==> src/rtl/regfile_param_if.sv <==
// Register-file access bundle: two writeback write ports and NRD packed decode read ports.
// The master drives addresses, enables and write data; the slave returns read data.
interface regfile_param_if #(
    parameter int DATA_W = 32,
    parameter int ADDR_W = 5,
    parameter int NRD    = 2
);
    logic [NRD*ADDR_W-1:0] ard;
    logic [NRD*DATA_W-1:0] dout;
    logic                  wren1;
    logic [ADDR_W-1:0]     awr1;
    logic [DATA_W-1:0]     din1;
    logic                  wren2;
    logic [ADDR_W-1:0]     awr2;
    logic [DATA_W-1:0]     din2;

    modport master (output ard, wren1, awr1, din1, wren2, awr2, din2, input dout);
    modport slave  (input ard, wren1, awr1, din1, wren2, awr2, din2, output dout);
endinterface

==> src/rtl/regfile_param.sv <==
// Parametrised 2-write / NRD-read register file with port-2 write priority, optional bypass and zero register.
// Latency: writes land on 1 rising edge, reads and bypass are combinational; no backpressure, every write is accepted.
module regfile_param #(
    parameter int DATA_W   = 32,
    parameter int ADDR_W   = 5,
    parameter int NRD      = 2,
    parameter int BYPASS   = 1,
    parameter int ZERO_REG = 1
) (
    input  logic            clk,
    input  logic            rst_n,
    regfile_param_if.slave  rf
);
    localparam int DEPTH = 1 << ADDR_W;

    logic [DATA_W-1:0] mem [DEPTH];
    logic              we1_ok;
    logic              we2_ok;
    logic [ADDR_W-1:0] rd_addr;
    logic [DATA_W-1:0] rd_val;

    assign we2_ok = rf.wren2 && !((ZERO_REG != 0) && (rf.awr2 == '0));
    // Port 2 owns a colliding address, so port 1 is suppressed outright.
    assign we1_ok = rf.wren1 && !((ZERO_REG != 0) && (rf.awr1 == '0))
                    && !(rf.wren2 && (rf.awr1 == rf.awr2));

    always_ff @(posedge clk or negedge rst_n) begin
        if (!rst_n) begin
            for (int i = 0; i < DEPTH; i++) begin
                mem[i] <= '0;
            end
        end else begin
            if (we1_ok) begin
                mem[rf.awr1] <= rf.din1;
            end
            if (we2_ok) begin
                mem[rf.awr2] <= rf.din2;
            end
        end
    end

    always_comb begin
        rf.dout = '0;
        rd_addr = '0;
        rd_val  = '0;
        for (int k = 0; k < NRD; k++) begin
            rd_addr = rf.ard[k*ADDR_W +: ADDR_W];
            rd_val  = mem[rd_addr];
            // Bypass is gated by reset so every read port shows 0 while reset is held.
            if ((BYPASS != 0) && rst_n) begin
                if (rf.wren1 && (rf.awr1 == rd_addr)) begin
                    rd_val = rf.din1;
                end
                if (rf.wren2 && (rf.awr2 == rd_addr)) begin
                    rd_val = rf.din2;
                end
            end
            if ((ZERO_REG != 0) && (rd_addr == '0)) begin
                rd_val = '0;
            end
            rf.dout[k*DATA_W +: DATA_W] = rd_val;
        end
    end
endmodule

==> src/flat_wrapper.sv <==
// flat-port wrapper written by rule: the top's interface ports become plain ports
module regfile_param_flat 
#(
    parameter int DATA_W   = 32,
    parameter int ADDR_W   = 5,
    parameter int NRD      = 2,
    parameter int BYPASS   = 1,
    parameter int ZERO_REG = 1
)
  (clk, rst_n, rf_ard, rf_wren1, rf_awr1, rf_din1, rf_wren2, rf_awr2, rf_din2, rf_dout);
  regfile_param_if #(.DATA_W(DATA_W), .ADDR_W(ADDR_W), .NRD(NRD)) rf_i ();
  input  logic clk;
  input  logic rst_n;
  input wire logic [$bits(rf_i.ard)-1:0] rf_ard;
  input wire logic [$bits(rf_i.wren1)-1:0] rf_wren1;
  input wire logic [$bits(rf_i.awr1)-1:0] rf_awr1;
  input wire logic [$bits(rf_i.din1)-1:0] rf_din1;
  input wire logic [$bits(rf_i.wren2)-1:0] rf_wren2;
  input wire logic [$bits(rf_i.awr2)-1:0] rf_awr2;
  input wire logic [$bits(rf_i.din2)-1:0] rf_din2;
  output wire logic [$bits(rf_i.dout)-1:0] rf_dout;
  assign rf_i.ard = rf_ard;
  assign rf_i.wren1 = rf_wren1;
  assign rf_i.awr1 = rf_awr1;
  assign rf_i.din1 = rf_din1;
  assign rf_i.wren2 = rf_wren2;
  assign rf_i.awr2 = rf_awr2;
  assign rf_i.din2 = rf_din2;
  assign rf_dout = rf_i.dout;
  regfile_param #(.DATA_W(DATA_W), .ADDR_W(ADDR_W), .NRD(NRD), .BYPASS(BYPASS), .ZERO_REG(ZERO_REG)) u_core (.clk(clk), .rst_n(rst_n), .rf(rf_i));
endmodule
==> config.mk <==
export PLATFORM = sky130hd
export DESIGN_NAME = regfile_param_flat
export DESIGN_NICKNAME = d
export VERILOG_FILES = /design/src/rtl/regfile_param_if.sv /design/src/rtl/regfile_param.sv /design/src/flat_wrapper.sv
export SDC_FILE = /design/constraint.sdc
export NUM_CORES = 2
export LEC_CHECK = 0
export BUFFER_PORTS_ARGS = -buffer_cell sky130_fd_sc_hd__clkbuf_2
export CAP_MARGIN = 20
export CORE_MARGIN = 10
export CORE_UTILIZATION = 35
export DETAILED_ROUTE_END_ITERATION = 16
export GPL_ROUTABILITY_DRIVEN = 0
export GPL_TIMING_DRIVEN = 0
export PLACE_DENSITY_LB_ADDON = 0.2
export SETUP_SLACK_MARGIN = 0.2
export SYNTH_ARGS = -nofsm -noshare
export SYNTH_HDL_FRONTEND = slang
export SYNTH_SLANG_ARGS = --single-unit
export TNS_END_PERCENT = 1
==> constraint.sdc <==
create_clock -name clk -period 2.45 [get_ports clk]
set_clock_uncertainty 0.15 [all_clocks]
set_input_delay 0.245 -clock clk [delete_from_list [all_inputs] [get_ports clk]]
set_output_delay 0.245 -clock clk [all_outputs]
set_load 0.005 [all_outputs]
==> summary.md <==
| Metric | Value |
|---|---|
| Internal power | 39.7 mW |
| WP data arrival | a little under 3 ns |
| Worst skew pair latency | 0.81 ns |
| Sw frac | 36.8% |
| Clock root buffer | clkbuf_16 |
| Leak | 38.3 nW |
| Slew Viols, Final | 0 |
| Port bufs | 116 |
| DP Wirelength | between 200 and 300 mm |
| Inst Count DP | slightly above 10,000 |
| Mapped Cells | 7,573 |
| CP endpoint kind | output port |
| Clk pwr share | 30.6% |
| Status | complete, but fails checks |
| Asr flop ratio synth | 100% |
| Dpl ws | -2.99 ns |
| CTS tree | done |
| Crit path time final | roughly 3.3 ns |
| ANT nets after route | 0 |
| VDD IR-drop max | roughly 0.00065 V |
| Least-Margin Pin Slew | 1.26 ns |
| Fin crit share | 136% |
| Util after Layout | 41.8% |
| Drt wl/cell | 35.7 um |
| First-pass GRT wire length | 516 mm |
| Relative slew slack | 16.1% |
| Biggest regs | u_core.mem (1024) |
| Slowest library cell on the worst path | buf_2 |
| Fin worst setup slack | -0.883 ns |
| Worst path top cell family by delay | simple AND/OR/NAND/NOR gates |
| DR DRC count | 0 |
| Crit-path max FO | 10 |
| Failing checks | negative setup slack |
| Distinct cells, synth | 44 |
| Peak Freq | between 200 and 300 MHz |
| Ys Warns | 0 |
| Synth top area cells | dfrtp_1 38%, mux2i_1 24%, a22oi_1 5.7%, nor2_1 5.3%, a21oi_1 5.0% |
| Top_reg_cell synth | dfrtp_1 |
| Core area | 190,000 um^2 |
| Initial DRC Count | 11,162 |
| Pwr Density | 789 nW/um^2 |
| Clk buf depth | 3 |
| Num CTS Buffers | around 120 |
| Most common cell in the netlist | mux2i_1 |
| Final hold vios | 0 |
| Seq/Total Area, Yosys | 38.2% |
| NetSw | 23.1 mW |
| TNS Setup | -51.71 ns |
| Die W | 458 um |
| First-pass DRT Iterations | 10 |
| Synth top area share | 38.2% |
| Critical-path cell list | clkbuf_2 > nor2b_2 > buf_2 > nand3_1 > and4_1 > o32ai_1 > clkbuf_2 |
| Syn_nets | 7,661 |
| Overall routing resource usage | 34.4% |
| Most used cell along the critical path | clkbuf_2 |
| Proportion of layout cells with a drive suffix above 1 | 13.7% |
| EDFF count, synth | 0 |
| Synthesized area | 67,100 um^2 |
| Die area | 209,000 um^2 |
| Maxcap violations | 0 |
| Number of H-tree levels | 3 |
| Buf/Inv on CP | 3 |
| Flop pwr share | between 40% and 50% |
| Crit Path Category | in -> out |
| Non-Filler Instances | about 11,000 |
| Via density per instance | 6.47 |
| Vias in the first global route | 64,165 |
| Vias | 68,495 |
| Synth cell count leaders | 1,632 x mux2i_1, 1,024 x dfrtp_1, 955 x nor2_1 |
| Largest net degree at the start of global routing | 95 |
| Die Y | 458 um |
| Max reg flops | 1,024 |
| Total grt overflow | 0 |
| Biggest register | u_core.mem |
| RSZ-0062 raised after global routing | yes |
| Final-report setup violation count | 146 |
| Area growth, synth to finish | 18.6% |
| Routed WL | 378 mm |
| Combinational share of power | 28.3% |
| Initial Util | 35.2% |
| Synth Area per Inst | 8.85 um^2 |
| Initial antenna violation count | 23 |
| IO Pins | 152 |
| Crit-path max cell delay | 0.50 ns |
| Cell taking the most area after synthesis | dfrtp_1 |
| Worst-path clk slew | 0.06 ns |
| Worst Path Required | 2.06 ns |
| Fin nets | 8,052 |
| Clock sinks | 1,024 |
| Worst Setup Start Kind | input pin |
| Rows | 160 |
| Worst Hold Class | in -> async |
| Number of synthesized register bits | 1,024 |
power groups by stage:
| stage | combinational (mW) | sequential (mW) | clock [mW] |
|---|---|---|---|
| after floorplan | 10.7 | 24.3 | 0 |
| after global placement | 15.3 | 25.6 | 0 |
| after detailed placement | 15.9 | 25.8 | 0 |
| after CTS | 16.9 | 25.5 | 19.1 |
| after global routing | 18.7 | 26.2 | 19.8 |
| final | 17.7 | 25.8 | 19.2 |
layout make-up:
cell class | instances | area [um^2]
well taps | 2511 | 3140
inverters | 32 | 120
flip-flops and latches | 1024 | 25600
clock buffers | 174 | 3560
multi-input cells | 5612 | 38600
repair buffers | 270 | 2910
clock inverters | 42 | 479
fillers | 18965 | 111000
diodes | 16 | 40.0
plain buffers | 903 | 5110
path summary, 6_finish.rpt:
path	startpoint	to	slack (ns)	depth (start not counted)
worst max-delay path	rf_ard[9]	rf_dout[34]	-0.88	7
worst min-delay path	rst_n	u_core.mem[607]$_DFF_PN0_	0.06	7
worst max register to register	u_core.mem[97]$_DFF_PN0_	u_core.mem[97]$_DFF_PN0_	1.40	2
worst min register to register	u_core.mem[1009]$_DFF_PN0_	u_core.mem[1009]$_DFF_PN0_	0.33	1
max in group asynchronous	rst_n	u_core.mem[393]$_DFF_PN0_	0.61	10
min in group clk	rf_din2[17]	u_core.mem[113]$_DFF_PN0_	0.07	4
routing by layer:
layer	routed length, um	share of wire (%)	global-route usage [%]	up-vias
li1	-	-	-	28001
met5	149	0.039	0.253	-
met4	41000	11	28.9	8
met2	152000	40	48.8	5243
met3	44200	12	11.0	1448
met1	140000	37	41.9	33795
worst reg2reg max path: stages (launching register included):
cell and delay (ns):
dfrtp_1 0.48, mux2i_1 0.17, a21oi_1 0.09
logic make-up (layout without fill, tap and decap cells):
kind of cell    count (synthesis)  after routing  share of synthesized area, %
simple gates                 2217           2217                          13.9
compound gates               1738           1738                          16.6
mux                          1632           1632                          24.4
flops                        1024           1024                          38.2
buf+inv                       937           1421                          6.62
xor+xnor                       25             25                         0.371
other cells                     0             16                             0
per-stage QoR:
stage          hold slack [ns]  cell area, um^2  power [mW]
2_1_floorplan           -0.201            67100        34.9
3_3_place_gp             0.311            70800        40.9
3_5_place_dp             0.226            71400        41.7
4_1_cts                 0.0115            78800        61.5
5_1_grt                 0.0405            79500        64.7
6_report                0.0559            79600        62.7
what timing repair did:
action / in CTS / in global routing
hold buffers: 95 / 1
hold endpoints to repair: 534 / 1
buffers inserted: 4 / 7
endpoints found under the setup margin: 198 / 587
pin swaps: 52 / 38
gates resized for setup: 497 / 182
cloned: 10 / 0
layout by cell type, fill, tap and decap left out, types with 24 or more instances in the layout:
cell           netlist  routed
a21oi_1            667     667
a22oi_1            512     417
a22oi_2              0      95
a31oi_1            448     445
and4_1              65      41
buf_12               0      27
buf_2              113     117
buf_4               95      69
buf_6               56      94
buf_8                0      29
clkbuf_1           619     495
clkbuf_16            0     123
clkbuf_2             0     193
clkbuf_4             1      41
clkbuf_8             0      43
clkinv_2             0      26
dfrtp_1           1024    1019
dlygate4sd3_1        0      78
inv_1               32      32
mux2i_1           1632    1628
nand2_1            800     797
nand3_1            264     205
nand3_2              1      55
nor2_1             955     950
nor3_1              68      68
o32ai_1             64      29
o32ai_4              0      24
(Power assumes the default switching activity.)
